--- src/rtl/i2s_pkg.sv ---
// Shared I2S framing constants. The receive side imports the same package so
// both directions number frame bits and slots identically.
package i2s_pkg;

    localparam int I2S_FRAME_BITS = 64;
    localparam int I2S_SLOT_BITS  = 32;
    localparam int I2S_BCNT_W     = 6;

    // Philips framing: slot bit 0 is the one-bit delay after WS changes, and
    // the MSB of the channel word follows immediately after it.
    localparam logic [4:0] I2S_DELAY_SLOT      = 5'd0;
    localparam logic [4:0] I2S_FIRST_DATA_SLOT = 5'd1;

    typedef enum logic {
        I2S_CH_LEFT  = 1'b0,
        I2S_CH_RIGHT = 1'b1
    } i2s_chan_e;

    // The top bit of the frame bit counter doubles as word select.
    function automatic i2s_chan_e i2s_chan(input logic [I2S_BCNT_W-1:0] bc);
        return i2s_chan_e'(bc[I2S_BCNT_W-1]);
    endfunction

endpackage

--- src/rtl/i2s_dac_tx_fifo.sv ---
// Synchronous FIFO for sample pairs. Full/empty come from an occupancy count,
// so the pointers simply wrap modulo the power-of-two depth.
module sync_fifo #(
    parameter int DATA_W = 32,
    parameter int AW     = 3
) (
    input  logic              clk,
    input  logic              rst,
    input  logic              push,
    input  logic              pop,
    input  logic [DATA_W-1:0] wdata,
    output logic [DATA_W-1:0] rdata,
    output logic              full,
    output logic              empty,
    output logic [AW:0]       level
);

    localparam int            DEPTH   = 1 << AW;
    localparam logic [AW:0]   DEPTH_L = (AW + 1)'(DEPTH);

    logic [DATA_W-1:0] mem [DEPTH];
    logic [AW-1:0]     wr_ptr;
    logic [AW-1:0]     rd_ptr;
    logic              do_push;
    logic              do_pop;

    assign full    = (level == DEPTH_L);
    assign empty   = (level == '0);
    assign do_push = push && !full;
    assign do_pop  = pop && !empty;
    assign rdata   = mem[rd_ptr];

    always_ff @(posedge clk) begin
        if (do_push) begin
            mem[wr_ptr] <= wdata;
        end
    end

    always_ff @(posedge clk or posedge rst) begin
        if (rst) begin
            wr_ptr <= '0;
            rd_ptr <= '0;
            level  <= '0;
        end else begin
            if (do_push) begin
                wr_ptr <= wr_ptr + 1'b1;
            end
            if (do_pop) begin
                rd_ptr <= rd_ptr + 1'b1;
            end
            case ({do_push, do_pop})
                2'b10:   level <= level + 1'b1;
                2'b01:   level <= level - 1'b1;
                default: level <= level;
            endcase
        end
    end

endmodule

--- src/rtl/i2s_dac_tx.sv ---
// I2S (Philips) stereo transmitter: FIFO-buffered sample pairs, CLK-derived
// SCK/WS, 64-bit frames MSB first. Define I2S_DAC_HOLD_EN to repeat the last
// pair on underrun instead of sending silence.
module i2s_dac_tx
    import i2s_pkg::*;
#(
    parameter int WIDTH   = 16,
    parameter int FIFO_AW = 3,
    parameter int SCK_DIV = 4
) (
    input  logic                    CLK,
    input  logic                    RST,
    input  logic                    in_valid,
    output logic                    in_ready,
    input  logic signed [WIDTH-1:0] in_left,
    input  logic signed [WIDTH-1:0] in_right,
    output logic                    sck,
    output logic                    ws,
    output logic                    sd,
    output logic                    underrun,
    output logic [FIFO_AW:0]        level
);

    localparam int                    DIV_W     = (SCK_DIV > 1) ? $clog2(SCK_DIV) : 1;
    localparam logic [DIV_W-1:0]      DIV_LAST  = DIV_W'(SCK_DIV - 1);
    localparam logic [I2S_BCNT_W-1:0] BCNT_LAST = I2S_BCNT_W'(I2S_FRAME_BITS - 1);
    localparam int                    SLOT_W    = $clog2(I2S_SLOT_BITS);
    localparam logic [SLOT_W:0]       WIDTH_S   = (SLOT_W + 1)'(WIDTH);

    logic [DIV_W-1:0]         div_cnt;
    logic [I2S_BCNT_W-1:0]    bit_cnt;
    logic [I2S_BCNT_W-1:0]    bit_nxt;
    logic signed [WIDTH-1:0]  left_hold;
    logic signed [WIDTH-1:0]  right_hold;
    logic                     div_tc;
    logic                     fall;
    logic                     frame_load;
    logic                     fifo_push;
    logic                     fifo_pop;
    logic                     fifo_full;
    logic                     fifo_empty;
    logic [2*WIDTH-1:0]       fifo_rdata;

    // Serial bit for a frame position; zero in the delay slot and past the word.
    function automatic logic slot_bit(input logic [I2S_BCNT_W-1:0] bc,
                                      input logic [WIDTH-1:0]      l,
                                      input logic [WIDTH-1:0]      r);
        logic [SLOT_W-1:0] s;
        logic [WIDTH-1:0]  ch;
        logic [WIDTH-1:0]  aligned;
        s       = bc[SLOT_W-1:0];
        ch      = (i2s_chan(bc) == I2S_CH_RIGHT) ? r : l;
        aligned = ch << (s - I2S_FIRST_DATA_SLOT);
        if (s == I2S_DELAY_SLOT || {1'b0, s} > WIDTH_S) begin
            return 1'b0;
        end
        return aligned[WIDTH-1];
    endfunction

    assign in_ready   = !fifo_full;
    assign fifo_push  = in_valid && !fifo_full;
    assign div_tc     = (div_cnt == DIV_LAST);
    assign fall       = div_tc && sck;
    assign bit_nxt    = bit_cnt + 1'b1;
    assign frame_load = fall && (bit_cnt == BCNT_LAST);
    assign fifo_pop   = frame_load && !fifo_empty;

    sync_fifo #(
        .DATA_W (2 * WIDTH),
        .AW     (FIFO_AW)
    ) u_fifo (
        .clk    (CLK),
        .rst    (RST),
        .push   (fifo_push),
        .pop    (fifo_pop),
        .wdata  ({in_left, in_right}),
        .rdata  (fifo_rdata),
        .full   (fifo_full),
        .empty  (fifo_empty),
        .level  (level)
    );

    always_ff @(posedge CLK or posedge RST) begin
        if (RST) begin
            div_cnt <= '0;
            sck     <= 1'b0;
        end else if (div_tc) begin
            div_cnt <= '0;
            sck     <= !sck;
        end else begin
            div_cnt <= div_cnt + 1'b1;
        end
    end

    // Everything below advances on SCK falling so the DAC samples on rises.
    always_ff @(posedge CLK or posedge RST) begin
        if (RST) begin
            bit_cnt    <= BCNT_LAST;
            ws         <= 1'b1;
            sd         <= 1'b0;
            underrun   <= 1'b0;
            left_hold  <= '0;
            right_hold <= '0;
        end else begin
            underrun <= 1'b0;
            if (fall) begin
                bit_cnt <= bit_nxt;
                ws      <= bit_nxt[I2S_BCNT_W-1];
                sd      <= slot_bit(bit_nxt, left_hold, right_hold);
            end
            if (frame_load) begin
                underrun <= fifo_empty;
                if (!fifo_empty) begin
                    left_hold  <= fifo_rdata[2*WIDTH-1:WIDTH];
                    right_hold <= fifo_rdata[WIDTH-1:0];
                end
`ifndef I2S_DAC_HOLD_EN
                else begin
                    left_hold  <= '0;
                    right_hold <= '0;
                end
`endif
            end
        end
    end

endmodule

--- config.mk ---
export PLATFORM = sky130hd
export DESIGN_NAME = i2s_dac_tx
export DESIGN_NICKNAME = d
export VERILOG_FILES = /design/src/rtl/i2s_pkg.sv /design/src/rtl/i2s_dac_tx_fifo.sv /design/src/rtl/i2s_dac_tx.sv
export SDC_FILE = /design/constraint.sdc
export NUM_CORES = 1
export LEC_CHECK = 0
export ABC_AREA = 1
export CORE_MARGIN = 8
export CORE_UTILIZATION = 30
export CTS_CLUSTER_DIAMETER = 40
export DETAILED_ROUTE_END_ITERATION = 16
export HOLD_SLACK_MARGIN = 0.08
export MAX_ROUTING_LAYER = met4
export REMOVE_ABC_BUFFERS = 1
export SYNTH_ARGS = -nofsm -noshare
export SYNTH_HDL_FRONTEND = slang
export SYNTH_HIERARCHICAL = 1
export SYNTH_SLANG_ARGS = --single-unit
--- constraint.sdc ---
create_clock -name CLK -period 8.45 [get_ports CLK]
set_input_delay 2.535 -clock CLK [delete_from_list [all_inputs] [get_ports CLK]]
set_output_delay 2.535 -clock CLK [all_outputs]
set_load 0.005 [all_outputs]
==> results.toml, run 1 <==
[route]
wl_per_cell_um = 14.07
wl_met3_um = 1711
dr.pass1.iters = 5
ant_nets = 0
drc_errors = 0
wl_met1_um = 14010
highest_layer = "met4"
drt_wl_total_um = 29990
via_per_inst = 4.270
wl_met2_um = 13670
drt_iter0_drc = 598
num_vias = 9100

[power]
leakage_nw = 6.807
switching_share_pct = 24.39
peakVddDrop_mv = 0.1345
p_per_area_nw_per_um2 = 255.7
pwr-share-seq_pct = 45.9
internal-power_mw = 3.152
p_clk_share_pct = 44.3
p_comb_share_pct = 9.8
p_switching_mw = 1.017

[finish]
final_common_cell = "nand2_1"
syn2layout_area_growth_pct = 17.93
final-instance-count-excl-fill = 2131
final_cell_mix = "nand2_1, nor2_1, edfxtp_1"
drive_above_1_share_pct = 7.723
final_net_count = 1535
nFillCells = 4498

[placement]
io_buffers = 43
place.gp.congestion = 0.8149
place_hpwl_um = 17700
dp_cells = 2046

[synthesis]
yosys-mux-area-fraction_pct = 0
synth_compound_area_share_pct = 2.399
syn_area_per_cell_um2 = 9.546
synth_edf_count = 256
yosysUniqueCellTypes = 36
ys_seq_area_share_pct = 65.27
synthSimpleGateAreaFrac_pct = 22.87
synth_seq_cells = 309
syn_area_um2 = 13820
synth_xor_area_share_pct = 0.8238
ys_warn_count = 6
synth_top_family_by_area = "simple AND/OR/NAND/NOR gates"
synth_fa_ha_area_share_pct = 0.7785
async_flop_share_pct = 17.15
synth-main-ff-cell = "edfxtp_1"
syn_inst = 1448

[outcome]
run_status = "finished, final reports clean"

[global_route]
antenna_found_initial = 3
grt_first_pass_wirelength_um = 47960
grt_max_degree = 173
grt_overflow = 0
grt_use_total_pct = 11.60
grt_pass1_vias = 8741

[clocking]
clockBufferDepth = 3
postCtsSetupBuffers = 0
numClockSinks = 309
path_clk_slew_ns = 0.05
cts_tree = "done"
cts_hold_buffers = 0
cts_resized = 0
cts_root_buf = "clkbuf_16"
clk_latency_ns = 0.54
cts_made_buffers = 44
htreeDepth = 2

[min_path]
hp-class = "reg2reg"

[critical_path]
crit_arrival_ns = 4.91
path_max_fanout = 24
critPathCaptureType = "flip-flop"
worstSetupPathType = "in2reg"
startpoint_type = "input port"
crit_required_ns = 8.63

[sta]
tightestPinTransition_ns = 0.9121
setup_violations = 0
min_period_ns = 4.728
slew_headroom_pct = 38.86
setup_tns_ns = 0
fmax_mhz = 211.5
drv_slew = 0
final_hold_viol_count = 0
fin_crit_sh_pct = 55.95
finalClockSkew_ns = 0.01907
rsz0062_at_grt = "false"

[floorplan]
die_h_um = 230.6
initial_core_util_pct = 30.39
num_rows = 78
core-area_um2 = 45480
chipWidth_um = 230.6
io_pins = 44
die_area_um2 = 53200

[job]
maxCapViolCount = 0
[stage by stage]
stage               instance area, um^2  power (mW)  util (%)  hold WS [ns]  setup WS, ns
floorplan                         13430       2.173         -        0.4031         2.844
global placement                  14790       2.342     32.52        0.4151         3.343
detailed placement                14790       2.359     32.52        0.4226         3.245
CTS                               16290       4.221     35.83        0.4324         3.810
global route                      16300       4.343     35.84        0.4514         3.569
finish                            16300       4.169     35.84        0.4300         3.722
[power groups by stage]
stage,registers [mW],clock network [mW],logic [mW]
final,1.91,1.85,0.409
after global placement,1.94,0,0.405
after detailed placement,1.94,0,0.416
after CTS,1.91,1.89,0.419
after global routing,1.93,1.95,0.463
after floorplan,1.94,0,0.232
[critical path: stages]
cell	delay, ns
clkdlybuf4s50_1	0.45
inv_1	0.04
nor2_1	0.12
nand2_1	0.38
nor3_2	0.83
buf_4	0.52
[worst paths after layout]
| kind | start | endpoint | cells past startpoint | slack [ns] |
|---|---|---|---|---|
| max in group asynchronous | RST | sck$_DFFE_PP0P_ | 2 | 5.21 |
| worst max register to register | bit_cnt[0]$_DFFE_PP1P_ | u_fifo/level[3]$_DFFE_PP0P_ | 15 | 4.71 |
| worst min register to register | div_cnt[0]$_DFF_PP0_ | div_cnt[0]$_DFF_PP0_ | 1 | 0.43 |
| worst max-delay path | in_valid | u_fifo/mem[4][5]$_DFFE_PP_ | 6 | 3.72 |
| min in group asynchronous | RST | u_fifo/wr_ptr[0]$_DFFE_PP0P_ | 2 | 2.48 |
| worst min-delay path | div_cnt[0]$_DFF_PP0_ | div_cnt[0]$_DFF_PP0_ | 1 | 0.43 |
[state kept, by name, indices dropped and copies added, names as in the netlist]
register       cells
ws                 1
u_fifo/wr_ptr      3
div_cnt            2
left_hold         16
right_hold        16
sd                 1
u_fifo/level       4
underrun           1
bit_cnt            5
sck                1
u_fifo/rd_ptr      3
u_fifo/mem       256
[cell families after synthesis]
logic type / count (synthesis)
fa+ha+maj: 8
simple gates: 818
xor+xnor: 13
compound gates: 54
flops: 309
buf+inv: 246
[cells in the mapped netlist, types with 8 or more instances]
master | instances | area share, %
nor2_1 | 270 | 7.3
edfxtp_1 | 256 | 56
buf_6 | 13 | 1.1
nor3_1 | 8 | 0.29
xor2_1 | 8 | 0.51
inv_1 | 182 | 4.9
nand3_1 | 27 | 0.98
buf_1 | 8 | 0.22
a22o_1 | 8 | 0.51
o21ai_0 | 31 | 1.1
dfrtp_1 | 47 | 8.5
buf_2 | 29 | 1.1
nand2_1 | 504 | 14
[layer usage]
layer | global-route usage (%) | vias to the layer above
met4 | 3.207 | 0
met5 | - | -
li1 | - | 4620
met2 | 18.51 | 198
met3 | 2.845 | 56
met1 | 14.61 | 4226
[layout make-up]
| class | count | area [um^2] | area share (%) |
|---|---|---|---|
| flip-flops and latches | 309 | 9026 | 55.37 |
| diodes | 3 | 7.507 | 0.04605 |
| clock inverters | 29 | 349.1 | 2.142 |
| well taps | 600 | 750.7 | 4.605 |
| clock buffers | 53 | 1156 | 7.092 |
| multi-input cells | 893 | 3754 | 23.03 |
| repair buffers | 59 | 563.0 | 3.454 |
| inverters | 185 | 694.4 | 4.260 |
(Power assumes the default switching activity.)
==> run 2, diff against run 1 <==
==> constraint.sdc (replaced) <==
create_clock -name CLK -period 4.7 [get_ports CLK]
set_input_delay 1.41 -clock CLK [delete_from_list [all_inputs] [get_ports CLK]]
set_output_delay 1.41 -clock CLK [all_outputs]
set_load 0.005 [all_outputs]
==> results.toml, run 2 (same netlist as run 1, synthesis figures left out) <==
[finish]
largest_reg_flops = 256
final_util_pct = 35.49
seq_area_um2 = 9026
final_cell_mix = "nand2_1, nor2_1, edfxtp_1"
drive_above_1_share_pct = 7.251
multi_input_area_um2 = 3754
final_common_cell = "nand2_1"
nFillCells = 4487
reg_top3 = "u_fifo/mem (256), left_hold (16), right_hold (16)"
final-instance-count-excl-fill = 2119
regMostFlops = "u_fifo/mem"
syn2layout_area_growth_pct = 16.76
final_net_count = 1532

[clocking]
cts_root_buf = "clkbuf_16"
numClockSinks = 309
cts_tree = "done"
cts_hold_buffers = 0
htreeDepth = 2
clockBufferDepth = 3
cts_resized = 0
clk_latency_ns = 0.52
postCtsSetupBuffers = 0
path_clk_slew_ns = 0.06
cts_made_buffers = 40

[floorplan]
num_rows = 78
die_h_um = 230.6
io_pins = 44
chipWidth_um = 230.6
core-area_um2 = 45480
die_area_um2 = 53200
initial_core_util_pct = 30.39

[placement]
place_hpwl_um = 17490
place.gp.congestion = 0.8103
dp_cells = 2047
io_buffers = 43

[sta]
fmax_mhz = 305.3
setup_tns_ns = 0
setup_violations = 0
rsz0062_at_grt = "false"
final_hold_viol_count = 0
slew_headroom_pct = 27.29
min_period_ns = 3.275
drv_slew = 0
fin_crit_sh_pct = 69.69
finalClockSkew_ns = 0.01353
tightestPinTransition_ns = 1.091

[min_path]
hp-class = "reg2reg"

[route]
dr.pass1.iters = 4
wl_per_cell_um = 14.04
drc_errors = 0
drt_iter0_drc = 567
drt_wl_total_um = 29740
ant_nets = 0
num_vias = 8972
via_per_inst = 4.234

[job]
maxCapViolCount = 0

[critical_path]
path_max_fanout = 5
startpoint_type = "flip-flop"
crit_arrival_ns = 1.87
crit_required_ns = 3.29
critPathCaptureType = "output port"
worstSetupPathType = "reg2out"

[global_route]
grt_pass1_vias = 8716
antenna_found_initial = 2
grt_use_total_pct = 11.54
grt_overflow = 0
grt_max_degree = 259
grt_first_pass_wirelength_um = 47680

[outcome]
run_status = "finished, final reports clean"

[power]
p_per_area_nw_per_um2 = 445.2
leakage_nw = 6.749
peakVddDrop_mv = 0.2465
power.total_mw = 7.185
[run 2: final cells by class]
cell class                      count  area share [%]
Timing Repair Buffer               60           3.535
Antenna cell                        2         0.03101
Clock inverter                     17           1.341
Multi-Input combinational cell    893           23.26
Tap cell                          600           4.652
Sequential cell                   309           55.93
Inverter                          185           4.303
Clock buffer                       53           6.954
[run 2: metrics by stage]
stage | cell area [um^2] | setup slack [ns] | hold slack [ns]
final | 16140 | 1.425 | 0.4268
after global routing | 16140 | 1.273 | 0.4437
after CTS | 16130 | 1.393 | 0.4299
after detailed placement | 14800 | 0.8868 | 0.4234
after global placement | 14800 | 0.9380 | 0.4138
after floorplan | 13430 | -0.3142 | 0.4031
[run 2: path summary, 6_finish.rpt]
path                            slack, ns  depth (start not counted)                   startpoint                            to
worst max-delay path                 1.42                          5  u_fifo/level[0]$_DFFE_PP0P_                      in_ready
worst min-delay path                 0.43                          1         div_cnt[0]$_DFF_PP0_          div_cnt[0]$_DFF_PP0_
worst max register to register       1.57                         15       bit_cnt[0]$_DFFE_PP1P_   u_fifo/level[3]$_DFFE_PP0P_
worst min register to register       0.43                          1         div_cnt[0]$_DFF_PP0_          div_cnt[0]$_DFF_PP0_
max in group asynchronous            2.55                          2                          RST          div_cnt[1]$_DFF_PP0_
min in group asynchronous            1.33                          2                          RST  u_fifo/wr_ptr[0]$_DFFE_PP0P_
[run 2: per-layer routing]
| metal | up-vias | wire, um | GRT usage (%) |
|---|---|---|---|
| met4 | 0 | 576 | 3.029 |
| met1 | 4146 | 13690 | 14.57 |
| met3 | 44 | 1723 | 2.747 |
| met5 | - | 0 | - |
| met2 | 179 | 13750 | 18.51 |
| li1 | 4603 | - | - |
[run 2: critical path, stage by stage, from the launching register on]
cell	delay, ns
dfrtp_1	0.44
nor2_1	0.19
nand3_1	0.13
inv_1	0.10
inv_1	0.04
clkdlybuf4s50_1	0.44
[run 2: report_power, final]
part	switching, mW	internal (mW)	leakage (nW)
Clock	1.11	1.91	0.657
Sequential	0.101	3.34	3.02
Combinational	0.511	0.217	3.07
==> run 3, diff against run 2 <==
==> constraint.sdc (replaced) <==
create_clock -name CLK -period 2.8 [get_ports CLK]
set_input_delay 0.84 -clock CLK [delete_from_list [all_inputs] [get_ports CLK]]
set_output_delay 0.84 -clock CLK [all_outputs]
set_load 0.005 [all_outputs]
==> results.toml, run 3 (same netlist as run 1, synthesis figures left out) <==
[finish]
nFillCells = 4490
largest_reg_flops = 256
design_area_um2 = 16570
final_net_count = 1555
regMostFlops = "u_fifo/mem"
final_util_pct = 36.44
final_common_cell = "nand2_1"
syn2layout_area_growth_pct = 19.91
final_cell_mix = "nand2_1, nor2_1, edfxtp_1"
reg_top3 = "u_fifo/mem (256), left_hold (16), right_hold (16)"
drive_above_1_share_pct = 9.056

[outcome]
run_status = "finished, final reports clean"

[route]
dr.pass1.iters = 5
drt_iter0_drc = 590
drc_errors = 0
ant_nets = 0
via_per_inst = 4.258
wl_per_cell_um = 14.23
drt_wl_total_um = 30600
num_vias = 9155

[sta]
tightestPinTransition_ns = 0.7385
slew_headroom_pct = 50.77
min_period_ns = 2.669
fin_crit_sh_pct = 95.33
setup_ws_ns = 0.1308
finalClockSkew_ns = 0.02320
rsz0062_at_grt = "false"
drv_slew = 0
setup_tns_ns = 0
setup_violations = 0
whs_ns = 0.4301
fmax_mhz = 374.6
final_hold_viol_count = 0

[critical_path]
crit_required_ns = 1.96
crit_arrival_ns = 1.83
timing.rr.start = "bit_cnt[0]$_DFFE_PP1P_"
critPathCaptureType = "output port"
startpoint_type = "flip-flop"
path_max_fanout = 5
worstSetupPathType = "reg2out"
cp-startpoint = "u_fifo/level[0]$_DFFE_PP0P_"

[global_route]
antenna_found_initial = 3
grt_overflow = 0
grt_first_pass_wirelength_um = 48900
grt_pass1_vias = 9065
grt_max_degree = 64
grt_use_total_pct = 11.85

[power]
leakage_nw = 6.951
p_switching_mw = 3.120
p_clk_share_pct = 43.7
p_comb_share_pct = 10.4
pwr-share-seq_pct = 45.9
p_per_area_nw_per_um2 = 758.5
internal-power_mw = 9.452
peakVddDrop_mv = 0.3361
switching_share_pct = 24.81

[clocking]
postCtsSetupBuffers = 0
clockBufferDepth = 3
cts_made_buffers = 43
clk_latency_ns = 0.54
htreeDepth = 2
cts_hold_buffers = 0
cts_tree = "done"
path_clk_slew_ns = 0.05
cts_root_buf = "clkbuf_16"
numClockSinks = 309

[placement]
place_ws_ns = -0.02647
dpl_cell_area_um2 = 15070
place_hpwl_um = 19270
io_buffers = 43
place.gp.congestion = 0.7836

[min_path]
hp-class = "reg2reg"
min_from = "div_cnt[0]$_DFF_PP0_"

[floorplan]
die_h_um = 230.6
chipWidth_um = 230.6
io_pins = 44
die_area_um2 = 53200
initial_core_util_pct = 30.39
num_rows = 78
core-area_um2 = 45480

[job]
maxCapViolCount = 0
run 3: layout make-up:
| type | count | area, um^2 | area share [%] |
|---|---|---|---|
| repair buffers | 80 | 845.8 | 5.103 |
| multi-input cells | 893 | 3775 | 22.78 |
| clock buffers | 52 | 1141 | 6.885 |
| inverters | 185 | 694.4 | 4.190 |
| clock inverters | 27 | 330.3 | 1.993 |
| diodes | 4 | 10.01 | 0.06040 |
| well taps | 600 | 750.7 | 4.530 |
| flip-flops and latches | 309 | 9026 | 54.46 |
run 3: through the flow:
| step | std cells | total power, mW |
|---|---|---|
| final | 2150 | 12.57 |
| after global placement | 2067 | 7.154 |
| after CTS | 2146 | 12.73 |
| after floorplan | 1387 | 6.559 |
| after global routing | 2149 | 13.08 |
| after detailed placement | 2067 | 7.190 |
run 3: power by group through the flow:
stage / logic, mW / registers [mW] / clock network, mW
global route: 1.48 / 5.82 / 5.78
detailed placement: 1.33 / 5.86 / 0
finish: 1.31 / 5.77 / 5.49
floorplan: 0.701 / 5.86 / 0
CTS: 1.34 / 5.77 / 5.62
global placement: 1.31 / 5.85 / 0
run 3: what timing repair did:
item,4_1_cts,5_1_grt
pin swaps,0,2
gates cloned,0,0
gates resized for setup,1,4
endpoints found under the setup margin,2,3
hold endpoints to repair,0,0
run 3: worst paths after layout:
path	slack, ns	to	cells after the start
max in group asynchronous	1.33	ws$_DFFE_PP1P_	3
hold reg to reg	0.43	div_cnt[0]$_DFF_PP0_	1
setup reg to reg	0.17	u_fifo/level[3]$_DFFE_PP0P_	14
setup / recovery	0.13	in_ready	5
hold / removal	0.43	div_cnt[0]$_DFF_PP0_	1
min in group asynchronous	0.72	u_fifo/rd_ptr[2]$_DFFE_PP0P_	2
run 3: critical path: stages, from the launching register on:
cell and delay [ns]:
dfrtp_1 0.43, nor2_1 0.16, nand3_1 0.12, inv_1 0.10, inv_1 0.05, clkdlybuf4s50_1 0.44
run 3: per-layer routing:
metal / share of wire (%) / wire, um / vias to the layer above / global-route usage (%)
met5: 0 / 0 / - / -
met4: 2.4 / 741 / 0 / 3.722
met3: 5.0 / 1521 / 54 / 2.526
met2: 46 / 14160 / 173 / 18.83
met1: 46 / 14170 / 4268 / 15.05
li1: - / - / 4660 / -
==> patch 1, RTL diff (config.mk and constraints of run 2) <==
Set the package constant `I2S_BCNT_W` to 12 (it was 6).
--- a/src/rtl/i2s_pkg.sv
+++ b/src/rtl/i2s_pkg.sv
@@ -5,5 +5,5 @@
     localparam int I2S_FRAME_BITS = 64;
     localparam int I2S_SLOT_BITS  = 32;
-    localparam int I2S_BCNT_W     = 6;
+    localparam int I2S_BCNT_W     = 12;
 
     // Philips framing: slot bit 0 is the one-bit delay after WS changes, and
Check against the original RTL: no difference found for any inputs over 10 cycles, from zero or initial values and one cycle with RST high; that may be too few to reach the edited logic, so the function may still have changed.
==> patch 1 against run 2 <==
- power is 2.4% higher
- largest power group unchanged
- routed wire length is 2.8% higher
- sequential cell count is 7 higher
- worst setup slack better by 0.014 ns
- clock power is 4% higher
- count of clock-buffer cells in the layout is 2 lower
- cell area is 2.5% higher
- highest routed layer unchanged
- largest cell class unchanged
- area after synthesis is 2.2% higher
==> patch 1: results (changes against run 2) <==
[run_status]
status = completed  ; unchanged

[layout]
seq_share_pct = 55.6  ; was 55.9%
finalNonFillerCells = 2182  ; was 2119
multi_input_gates = 929  ; was 893
multi_input_area_sq_um = 3880  ; was 3750 sq um
num-clock-buffers = 51  ; was 53
inv_count = 184  ; was 185
seq_cell_count = 316  ; was 309
fin_nets = 1582  ; was 1532
buf_share_pct = 3.72  ; was 3.54%

[power]
peakVddDrop_mv = 0.263  ; was 0.247 mV
power.density_nw_per_um2 = 445  ; about the same
p_leak_uw = 0.00687  ; was 0.00675 uW

[timing]
worst_slew_margin_rel_pct = 29.5  ; was 27.3%
clock_skew_ns = 0.0131  ; was 0.0135 ns

[floorplanning]
core_area_sq_um = 46600  ; was 45500 sq um

[synthesis]
synth-seq-area-share_pct = 65.1  ; was 65.3%
ys_types = 33  ; was 36
synth_common_cells = 523 x nand2_1, 284 x nor2_1, 256 x edfxtp_1, 181 x inv_1, 53 x dfrtp_1  ; was 504 x nand2_1, 270 x nor2_1, 256 x edfxtp_1, 182 x inv_1, 47 x dfrtp_1
synth_cells = 1488  ; was 1448

[drt]
firstDrtPassIters = 5  ; was 4
drt_iter0_drc = 511  ; was 567
wl_per_cell_um = 14.0  ; about the same

[grt]
grt_pass1_wl_um = 49400  ; was 47700 um
grt_max_degree = 95  ; was 259
gr-usage-all-layers_pct = 11.7  ; was 11.5%
antenna_found_initial = 3  ; was 2

[placed_design]
gp_congestion = 0.828  ; was 0.810
dp_hpwl_um = 18100  ; was 17500 um

patch 1: cell families (layout without fill, tap and decap cells):
kind of cell / count (synthesis) / after routing / share of synthesized area [%]
xor gates and xnor gates: 15 / 15 / 0.930
buffers and inverters: 243 / 327 / 7.67
DFF: 316 / 316 / 65.1
other: 0 / 3 / 0
and+or+nand+nor: 854 / 854 / 23.4
AOI/OAI and AO/OA: 52 / 52 / 2.11
adders and majority gates: 8 / 8 / 0.762
patch 1: routing by layer:
metal / wire length (um) / global-route usage (%) / part of all wire [%] / up-vias
met5: 0 / - / 0 / -
met2: 14500 / 19.3 / 48 / 145
met1: 14100 / 14.5 / 46 / 4394
met4: 590 / 2.97 / 1.9 / 0
li1: - / - / - / 4757
met3: 1330 / 2.48 / 4.3 / 54
patch 1: worst register-to-register path: stages (launching register included):
cell     delay [ns]
dfstp_2        0.66
ha_1           0.21
nand2_1        0.07
inv_2          0.07
nand2_1        0.10
nor3_2         0.15
nand4_1        0.13
buf_4          0.23
nor2_2         0.15
nand2_1        0.15
inv_1          0.11
ha_1           0.22
ha_1           0.27
or2_2          0.31
nand2_1        0.07
nand2_1        0.05
nand3_1        0.07
nand2_1        0.05
patch 1: worst paths after layout:
path,start,endpoint,slack [ns],cells after the start
max in group asynchronous,RST,left_hold[8],2.48,2
worst min register to register,div_cnt[0],div_cnt[0],0.44,1
worst max register to register,bit_cnt[0],u_fifo/level[3],1.52,17
worst min-delay path,div_cnt[0],div_cnt[0],0.44,1
min in group asynchronous,RST,u_fifo/wr_ptr[0],1.31,2
worst max-delay path,u_fifo/level[0],in_ready,1.44,5
patch 1: report_power, final:
part           total (uW)  internal, uW  switching [uW]
logic                 735           221             514
clock network        3130          1900            1220
registers            3500          3400            97.2
==> patch 2, RTL diff (settings of run 2) <==
Made on the original files. Reset style: synchronous (`RST` and `rst`), changed in 3 clocked blocks.
--- a/src/rtl/i2s_dac_tx_fifo.sv
+++ b/src/rtl/i2s_dac_tx_fifo.sv
@@ -37,5 +37,5 @@
     end
 
-    always_ff @(posedge clk or posedge rst) begin
+    always_ff @(posedge clk) begin
         if (rst) begin
             wr_ptr <= '0;
--- a/src/rtl/i2s_dac_tx.sv
+++ b/src/rtl/i2s_dac_tx.sv
@@ -81,5 +81,5 @@
     );
 
-    always_ff @(posedge CLK or posedge RST) begin
+    always_ff @(posedge CLK) begin
         if (RST) begin
             div_cnt <= '0;
@@ -94,5 +94,5 @@
 
     // Everything below advances on SCK falling so the DAC samples on rises.
-    always_ff @(posedge CLK or posedge RST) begin
+    always_ff @(posedge CLK) begin
         if (RST) begin
             bit_cnt    <= BCNT_LAST;
Behaviour: differs if RST is asserted again (counterexample within 4 cycles, from zero or initial values and one cycle with RST high); with RST held inactive, the same outputs for 10 cycles.
==> patch 2 against run 2 <==
- cell area decreased by 5.8%
- register-to-register slack improved by 0.21 ns
- worst setup slack improved by 0.038 ns
- sequential cell count increased by 3
- area after synthesis decreased by 7.5%
- clock power increased by 5%
- routed wire length decreased by 2.7%
- power decreased by 5.2%
- critical path type unchanged
- highest routed layer unchanged
==> patch 2: results (changes against run 2) <==
[run_status]
status = completed  ; unchanged

[clock_network]
clockBufferDepth = 3  ; unchanged
insertion_delay_ns = 0.54  ; was 0.52 ns
clk_pin_slew_ns = 0.05
htreeDepth = 2  ; unchanged
postCtsResizedCells = 0  ; unchanged
cts-root-buf = clkbuf_16  ; unchanged
post_cts_buffers = 0  ; unchanged
cts_buffers = 42  ; was 40

[grt]
antenna_found_initial = 0  ; was 2
grt_max_degree = 86  ; was 259
gr-usage-all-layers_pct = 11.7  ; was 11.5%
grt_pass1_wl_um = 45000  ; was 47700 um
grt_pass1_vias = 7976  ; was 8716

[critical_path]
crit_slowest_cell = clkdlybuf4s50_1  ; was dfrtp_1
crit_fanout = 4  ; was 5
regToRegSetupSlack_ns = 1.78  ; was 1.57 ns
crit_start = u_fifo/level[2]  ; was u_fifo/level[0]
max_stage_delay_ns = 0.49  ; was 0.44 ns
worstPathArrival_ns = 1.83  ; was 1.87 ns
r2r-start = bit_cnt[0]  ; unchanged
crit_family = buffers and inverters  ; unchanged

[synthesis]
async_flop_share_pct = 0  ; was 17.2%
synth-seq-area-share_pct = 68.9  ; was 65.3%
synth_common_cells = 256 x edfxtp_1, 216 x nand2_1, 154 x nor2_1, 117 x o21ai_0, 57 x inv_1  ; was 504 x nand2_1, 270 x nor2_1, 256 x edfxtp_1, 182 x inv_1, 47 x dfrtp_1
synth_enable_flop_cells = 256  ; unchanged
ys_types = 41  ; was 36
netlist_top_cells_area = edfxtp_1 60%, dfxtp_1 8.8%, nand2_1 6.3%, o21ai_0 4.6%, nor2_1 4.5%  ; was edfxtp_1 56%, nand2_1 14%, dfrtp_1 8.5%, nor2_1 7.3%, inv_1 4.9%
yosysWarningCount = 6  ; unchanged

[placed_design]
io_buffers = 43  ; unchanged
dp_hpwl_um = 18100  ; was 17500 um
gp_congestion = 0.808  ; was 0.810

[drt]
vias = 8198  ; was 8972
wl_um = 28900  ; was 29700 um
firstDrtPassIters = 5  ; was 4
drt_iter0_drc = 621  ; was 567

[layout]
drive_gt1_share_pct = 9.98  ; was 7.25%
n_antenna_cell = 0  ; was 2
fin_nets = 1211  ; was 1532
top_regs = u_fifo/mem x256, left_hold x16, right_hold x16  ; unchanged
fill_cells = 4075  ; was 4487

[timing]
fmax_mhz = 309  ; was 305 MHz
clock_skew_ns = 0.0160  ; was 0.0135 ns
whs_ns = 0.434  ; was 0.427 ns
tightest_slew_ns = 1.01  ; was 1.09 ns

[min_path]
hp-start = div_cnt[0]  ; unchanged
hold_path_class = reg -> reg  ; unchanged

[power]
peakVddDrop_mv = 0.252  ; was 0.247 mV
p_leak_uw = 0.00528  ; was 0.00675 uW

patch 2: worst paths after layout:
path	end	cells past startpoint
setup reg to reg	u_fifo/level[2]	16
hold reg to reg	div_cnt[0]	1
hold / removal	div_cnt[0]	1
setup / recovery	in_ready	5
patch 2: routing by layer:
| layer | track usage [%] | vias up | wire, um |
|---|---|---|---|
| met2 | 18.2 | 192 | 13200 |
| met3 | 2.34 | 50 | 1390 |
| li1 | - | 4006 | - |
| met5 | - | - | 0 |
| met1 | 15.7 | 3950 | 13700 |
| met4 | 3.04 | 0 | 625 |
patch 2: logic make-up after synthesis:
logic type	after synthesis	synth area share [%]
xor+xnor	7	0.480
buf+inv	119	4.55
fa+ha+maj	7	0.685
mux	32	2.51
simple gates	420	13.4
flops	312	68.9
compound gates	225	9.48
patch 2: layout make-up:
type | instances | share of cell area, %
sequential | 312 | 58.0
multi-input combinational | 691 | 22.7
clock buffer | 44 | 6.96
tap | 539 | 4.44
timing repair buffer | 63 | 4.03
clock inverter | 34 | 2.39
inverter | 59 | 1.47
patch 2: where the power goes:
| part | internal [uW] | switching [uW] | total, uW |
|---|---|---|---|
| Sequential | 3110 | 39.9 | 3150 |
| Combinational | 175 | 336 | 510 |
| Clock | 1910 | 1250 | 3160 |
patch 2: stage by stage:
| step | cells | power, uW | setup slack [ns] | cell area [sq um] |
|---|---|---|---|---|
| finish | 1742 | 6810 | 1.46 | 15200 |
| detailed placement | 1664 | 3720 | 0.956 | 13800 |
| global placement | 1664 | 3710 | 1.00 | 13800 |
| floorplan | 1062 | 3490 | -0.0277 | 12400 |
| global route | 1742 | 7070 | 1.33 | 15200 |
| CTS | 1742 | 6890 | 1.43 | 15200 |
